$ cat config.mk
export PLATFORM = sky130hd
export DESIGN_NAME = reply_framer_flat
export DESIGN_NICKNAME = d
export VERILOG_FILES = /design/src/rtl/reply_framer_pkg.sv /design/src/rtl/reply_framer_if.sv /design/src/rtl/reply_framer_buf.sv /design/src/rtl/reply_framer.sv /design/src/flat_wrapper.sv
export SDC_FILE = /design/constraint.sdc
export NUM_CORES = 2
export LEC_CHECK = 0
export CORE_MARGIN = 2
export CORE_UTILIZATION = 60
export CTS_BUF_LIST = sky130_fd_sc_hd__clkbuf_4
export DETAILED_ROUTE_END_ITERATION = 10
export PLACE_DENSITY = 0.76
export SLEW_MARGIN = 20
export SYNTH_ARGS = -nofsm -noshare
export SYNTH_HDL_FRONTEND = slang
export SYNTH_HIERARCHICAL = 1
export SYNTH_SLANG_ARGS = --single-unit
export TNS_END_PERCENT = 20
$ cat constraint.sdc
create_clock -name clk -period 4.9 [get_ports clk]
set_input_delay 1.47 -clock clk [delete_from_list [all_inputs] [get_ports clk]]
set_output_delay 1.47 -clock clk [all_outputs]
set_load 0.005 [all_outputs]
$ cat src/rtl/reply_framer_pkg.sv
// Shared definitions for the reply framer: FSM states, default sizing and
// the header LEN helper.
package reply_framer_pkg;

  // Largest payload per packet; LEN = payload + 1 must still fit in a byte.
  localparam int MAX_LEN_DEF = 254;
  // Buffer address width; 2**AW_DEF must cover MAX_LEN_DEF.
  localparam int AW_DEF      = 8;

  typedef enum logic [2:0] {
    ST_IDLE     = 3'd0,
    ST_CAPTURE  = 3'd1,
    ST_HDR_LEN  = 3'd2,
    ST_HDR_MASK = 3'd3,
    ST_PAYLOAD  = 3'd4
  } state_e;

  // LEN byte of the header: stored payload count plus one for the mask byte.
  function automatic logic [7:0] len_byte(input logic [7:0] cnt);
    return cnt + 8'd1;
  endfunction

endpackage

$ cat src/rtl/reply_framer_if.sv
// Target-side reply bus and outbound FIFO write port of the reply framer.
//
// Handshakes: a source byte moves on any cycle where src_valid and src_ready
// are both high (src_last and src_mask are only meaningful on such a cycle).
// Toward the FIFO, one byte is written on every cycle reply_wr is high; the
// framer never raises reply_wr while reply_full is high and holds reply_data
// steady until the byte is written.
interface reply_framer_if;
  logic [7:0] src_mask;
  logic [7:0] src_data;
  logic       src_valid;
  logic       src_last;
  logic       src_ready;
  logic [7:0] reply_data;
  logic       reply_wr;
  logic       reply_full;

  // Traffic generator / FIFO model side.
  modport master (
    output src_mask, src_data, src_valid, src_last, reply_full,
    input  src_ready, reply_data, reply_wr
  );

  // Framer side.
  modport slave (
    input  src_mask, src_data, src_valid, src_last, reply_full,
    output src_ready, reply_data, reply_wr
  );
endinterface

$ cat src/rtl/reply_framer_buf.sv
// reply_buf: simple dual-port payload RAM, one write port and a registered
// read port on a single clock. No reset so it maps onto block RAM.
module reply_buf #(
  parameter int AW = 8
) (
  input  logic          clk,
  input  logic          we,
  input  logic [AW-1:0] waddr,
  input  logic [7:0]    wdata,
  input  logic [AW-1:0] raddr,
  output logic [7:0]    rdata
);

  logic [7:0] mem [2**AW];
  logic [7:0] rdata_q;

  // Synchronous write and registered read.
  always_ff @(posedge clk) begin
    if (we) mem[waddr] <= wdata;
    rdata_q <= mem[raddr];
  end

  assign rdata = rdata_q;

endmodule

$ cat src/rtl/reply_framer.sv
// reply_framer: buffers a reply packet from an on-chip target, then emits
// LEN, source mask and payload to the outbound FX2 FIFO.
module reply_framer
  import reply_framer_pkg::*;
#(
  parameter int MAX_LEN = MAX_LEN_DEF,
  parameter int AW      = AW_DEF
) (
  input  logic           clk,
  input  logic           reset_n,
  reply_framer_if.slave  bus,
  output logic           busy,
  output logic           overflow,
  output state_e         dbg_state
);

  localparam logic [AW:0] MAX_CNT = (AW+1)'(MAX_LEN);
  localparam logic [AW:0] ONE     = (AW+1)'(1);

  state_e        state_q, state_d;
  logic [AW:0]   cnt_q, cnt_d;
  logic [AW-1:0] rd_q, rd_d;
  logic [7:0]    mask_q, mask_d;
  logic          ovf_q, ovf_d;
  logic          rdy_en_q;

  logic          xfer;
  logic          emit;
  logic          wr;
  logic          buf_we;
  logic [AW-1:0] buf_waddr;
  logic [7:0]    buf_rdata;
  logic [7:0]    data;

  // Source side is open only while collecting, and never during reset.
  assign bus.src_ready = rdy_en_q & ((state_q == ST_IDLE) | (state_q == ST_CAPTURE));
  assign xfer          = bus.src_valid & bus.src_ready;
  assign emit          = (state_q == ST_HDR_LEN) | (state_q == ST_HDR_MASK) |
                         (state_q == ST_PAYLOAD);
  assign wr            = emit & ~bus.reply_full;

  // The RAM reads the next pointer value, so its output always reflects rd_q;
  // that acts as a prefetch and lets payload bytes stream back-to-back.
  reply_buf #(.AW(AW)) u_buf (
    .clk   (clk),
    .we    (buf_we),
    .waddr (buf_waddr),
    .wdata (bus.src_data),
    .raddr (rd_d),
    .rdata (buf_rdata)
  );

  // Next-state, counters, buffer write and emitted byte.
  always_comb begin
    state_d   = state_q;
    cnt_d     = cnt_q;
    rd_d      = rd_q;
    mask_d    = mask_q;
    ovf_d     = ovf_q;
    buf_we    = 1'b0;
    buf_waddr = cnt_q[AW-1:0];
    data      = 8'h00;
    unique case (state_q)
      ST_IDLE: begin
        if (xfer) begin
          mask_d    = bus.src_mask;
          buf_we    = 1'b1;
          buf_waddr = '0;
          cnt_d     = ONE;
          ovf_d     = 1'b0;
          rd_d      = '0;
          state_d   = bus.src_last ? ST_HDR_LEN : ST_CAPTURE;
        end
      end
      ST_CAPTURE: begin
        if (xfer) begin
          // Past MAX_LEN bytes are still accepted but dropped.
          if (cnt_q < MAX_CNT) begin
            buf_we = 1'b1;
            cnt_d  = cnt_q + ONE;
          end else begin
            ovf_d = 1'b1;
          end
          if (bus.src_last) state_d = ST_HDR_LEN;
        end
      end
      ST_HDR_LEN: begin
        data = len_byte(cnt_q[7:0]);
        if (wr) state_d = ST_HDR_MASK;
      end
      ST_HDR_MASK: begin
        data = mask_q;
        if (wr) state_d = ST_PAYLOAD;
      end
      ST_PAYLOAD: begin
        data = buf_rdata;
        if (wr) begin
          if ({1'b0, rd_q} == cnt_q - ONE) begin
            rd_d    = '0;
            state_d = ST_IDLE;
          end else begin
            rd_d = rd_q + 1'b1;
          end
        end
      end
      default: state_d = ST_IDLE;
    endcase
  end

  // State and counter registers.
  always_ff @(posedge clk or negedge reset_n) begin
    if (!reset_n) begin
      state_q  <= ST_IDLE;
      cnt_q    <= '0;
      rd_q     <= '0;
      mask_q   <= 8'h00;
      ovf_q    <= 1'b0;
      rdy_en_q <= 1'b0;
    end else begin
      state_q  <= state_d;
      cnt_q    <= cnt_d;
      rd_q     <= rd_d;
      mask_q   <= mask_d;
      ovf_q    <= ovf_d;
      rdy_en_q <= 1'b1;
    end
  end

  assign bus.reply_wr   = wr;
  assign bus.reply_data = data;
  assign busy           = (state_q != ST_IDLE);
  assign overflow       = ovf_q;
  assign dbg_state      = state_q;

endmodule
$ cat src/flat_wrapper.sv
// flat-port wrapper written by rule: the top's interface ports become plain ports
module reply_framer_flat import reply_framer_pkg::*;
#(
  parameter int MAX_LEN = MAX_LEN_DEF,
  parameter int AW      = AW_DEF
)
  (clk, reset_n, busy, overflow, dbg_state, bus_src_mask, bus_src_data, bus_src_valid, bus_src_last, bus_reply_full, bus_src_ready, bus_reply_data, bus_reply_wr);
  reply_framer_if bus_i ();
  input  logic clk;
  input  logic reset_n;
  output logic busy;
  output logic overflow;
  output state_e dbg_state;
  input wire logic [$bits(bus_i.src_mask)-1:0] bus_src_mask;
  input wire logic [$bits(bus_i.src_data)-1:0] bus_src_data;
  input wire logic [$bits(bus_i.src_valid)-1:0] bus_src_valid;
  input wire logic [$bits(bus_i.src_last)-1:0] bus_src_last;
  input wire logic [$bits(bus_i.reply_full)-1:0] bus_reply_full;
  output wire logic [$bits(bus_i.src_ready)-1:0] bus_src_ready;
  output wire logic [$bits(bus_i.reply_data)-1:0] bus_reply_data;
  output wire logic [$bits(bus_i.reply_wr)-1:0] bus_reply_wr;
  assign bus_i.src_mask = bus_src_mask;
  assign bus_i.src_data = bus_src_data;
  assign bus_i.src_valid = bus_src_valid;
  assign bus_i.src_last = bus_src_last;
  assign bus_i.reply_full = bus_reply_full;
  assign bus_src_ready = bus_i.src_ready;
  assign bus_reply_data = bus_i.reply_data;
  assign bus_reply_wr = bus_i.reply_wr;
  reply_framer #(.MAX_LEN(MAX_LEN), .AW(AW)) u_core (.clk(clk), .reset_n(reset_n), .bus(bus_i), .busy(busy), .overflow(overflow), .dbg_state(dbg_state));
endmodule
==> out/metrics.cfg <==
[clocking]
cts_htree_levels=5
cts.sinks=2086
numCtsBuffers=497
clockBufferDepth=4
path_clk_slew_ps=70
cts_tree=yes
cts_root_buf=clkbuf_4
insertion_delay_ps=1420

[placed_design]
gp_congestion=0.899
dp_hpwl_mm=127
io_buffers=35

[routing]
drc=0
viasPerCell=6.40
first_pass_iters=5
routed_wl_mm=201
drtIter0Drc=6183
routedWlPerCell_um=28.4
vias=45100
ant_nets=0

[final_layout]
fill_cells=8065
drive_above_1_share_pct=35.8
final_common_cell=edfxtp_1
final_cell_mix=edfxtp_1 (2048), clkbuf_4 (730), buf_4 (540), mux4_2 (454), nor2_1 (295)
area_growth_pct=15.8
finish.net_count=4907

[timing]
tns_ps=-19.0
hold_slack_ps=484
final_max_slew_viol_count=0
setup_viol=1
grt_setup_unrepaired=yes
fin_crit_ps=4920
fin_ws_ps=-19.0
finalClockSkew_ps=117
clock.fmax_ghz=0.203
fin_crit_sh_pct=100
worst_slew_pin_slew_ps=1080
hold_violations=0
relSlewSlack_pct=28.1

[logic_synthesis]
synth_cell_types=80
ys_ff_latch=2086
synth_nets=4015
yosysWarnings=6
yosysSeqAreaShare_pct=76.5
synthesis.instances=3991
netlist_area_mm2=0.0816
ys_async_sr_fraction_pct=1.44
synth_edf_count=2048
yosys.area.top_type=edfxtp_1
synth_area_leaders=edfxtp_1 (75%), mux4_2 (13%), mux2i_1 (1.7%)
syn_area_per_cell_um2=20.4
synth_top_cell_area_share_pct=75.4
synth_ff_type=edfxtp_1

[grt]
grt_use_total_pct=29.1
grt_max_degree=130
first_global_vias=44900
grt_pass1_wl_mm=294
overflow=0
antenna_found_initial=5

[run_status]
status=complete, but fails checks
violations=setup timing

[power_and_ir_drop]
leakage_uw=0.0305
peakVddDrop_mv=0.249
p_per_area_mw_per_mm2=478

[floorplan]
core_mm2=0.135
die_h_um=373
die_x_um=373
ioPinCount=36
start_util_pct=60.3
dieArea_mm2=0.139
num_rows=135

[hold_path]
hold_path_class=reg2reg

[setup_path]
worstSetupPathType=reg2reg
r2r_slack_ps=-20
r2r_end=u_core/u_buf/rdata[2]
crit_end=u_core/u_buf/rdata[2]
worst-r2r-cell-count=14
cp_data_arrival_time_ps=6190
start_kind=flop
crit_path_max_fanout=14
startpoint=u_core/cnt_q[4]
worstSetupEndpointType=flop
regToRegStartpoint=u_core/cnt_q[4]
required_ps=6170

[flow_run]
cap_violations=0

[per-stage QoR]
| step | instance area [um^2] | utilization [%] | total power (uW) | instances | worst slack, ps |
|---|---|---|---|---|---|
| after floorplan | 81600 | - | 27500 | 3991 | 669 |
| after CTS | 94300 | 69.7 | 45300 | 7022 | -172 |
| after global placement | 88100 | 65.1 | 31600 | 6154 | -1030 |
| final | 94500 | 69.9 | 45200 | 7048 | -19.0 |
| after global routing | 94500 | 69.9 | 46900 | 7045 | -98.1 |
| after detailed placement | 88100 | 65.1 | 31800 | 6154 | -759 |
[critical path, stage by stage, from the launching register on]
cell	delay (ps)
dfrtp_1	400
buf_4	140
or4_4	560
a211oi_1	280
nor4_1	110
o211a_2	340
o41ai_4	300
buf_12	290
buf_4	230
buf_4	310
mux4_2	550
o21ai_0	560
a2111oi_2	200
nor3_2	390
nor4_2	110
[logic make-up (layout without fill, tap and decap cells)]
family	Yosys count	count (layout)	share of synthesized area, %
other cells	1	16	0.00460
mux	592	592	14.3
fa+ha+maj	3	3	0.0460
xor+xnor	14	14	0.150
buf+inv	263	1524	1.94
compound gates	446	446	3.83
simple gates	586	586	3.29
flops	2086	2086	76.5
[where the power goes]
part | switching [uW] | internal, uW | leakage, uW | total (uW)
Clock | 6500 | 7040 | 0.00369 | 13500
Combinational | 6270 | 5500 | 0.00797 | 11800
Sequential | 174 | 19700 | 0.0189 | 19900
[final cells by class]
type | count | area, um^2 | share of cell area [%]
antenna | 15 | 37.5 | 0.0397
clock buffer | 730 | 5480 | 5.80
clock inverter | 138 | 682 | 0.721
inverter | 11 | 41.3 | 0.0437
multi-input combinational | 1642 | 17800 | 18.9
sequential | 2086 | 62400 | 66.0
tap | 1781 | 2230 | 2.36
timing repair buffer | 645 | 5810 | 6.14
[routing by layer]
metal	global-route usage (%)	share of wire [%]
met5	0	0
met4	10.9	3.2
met3	7.27	12
met1	41.2	37
met2	44.6	48
[state kept, by name (all words and copies together), names as in the netlist]
register and count:
u_core/dbg_state 3, u_core/rd_q 8, u_core/cnt_q 9, u_core/overflow 1
u_core/u_buf/mem 2048, u_core/mask_q 8, u_core/rdy_en_q 1, u_core/u_buf/rdata 8
[repair_timing]
action                     CTS  global route
resized for setup           21            22
hold buffers                 0             0
setup endpoints to repair   12            14
pin swaps                    1             8
setup buffers                0            11
[worst min-delay path by stage]
stage	depth (start not counted)	slack [ps]	end	from
global route	2	450	u_core/dbg_state[1]	reset_n
detailed placement	2	460	u_core/mask_q[0]	u_core/mask_q[0]
global placement	2	460	u_core/mask_q[4]	u_core/mask_q[4]
floorplan	2	450	u_core/mask_q[1]	u_core/mask_q[1]
finish	2	480	u_core/mask_q[0]	u_core/mask_q[0]
CTS	2	420	u_core/mask_q[3]	reset_n
[synth_stat cells, types with 6 or more instances]
master,count
nor2b_1,33
nand2b_1,13
buf_2,33
edfxtp_1,2048
inv_1,10
buf_12,8
o221ai_1,46
a21o_1,6
a22oi_1,133
a22o_1,9
buf_8,13
nor3_1,31
mux2i_1,135
o211ai_1,11
buf_4,28
xnor2_1,9
dfrtp_1,30
buf_6,23
clkbuf_1,124
nand3_1,44
a211oi_1,19
mux4_2,454
buf_1,22
a21oi_1,110
nor4_1,27
o21ai_0,27
and2_1,11
a221oi_1,13
nor2_1,299
nand2_1,79
nand4_1,14
o22ai_1,31
dfxtp_1,8
No activity file was read; power rests on OpenSTA's default activity.
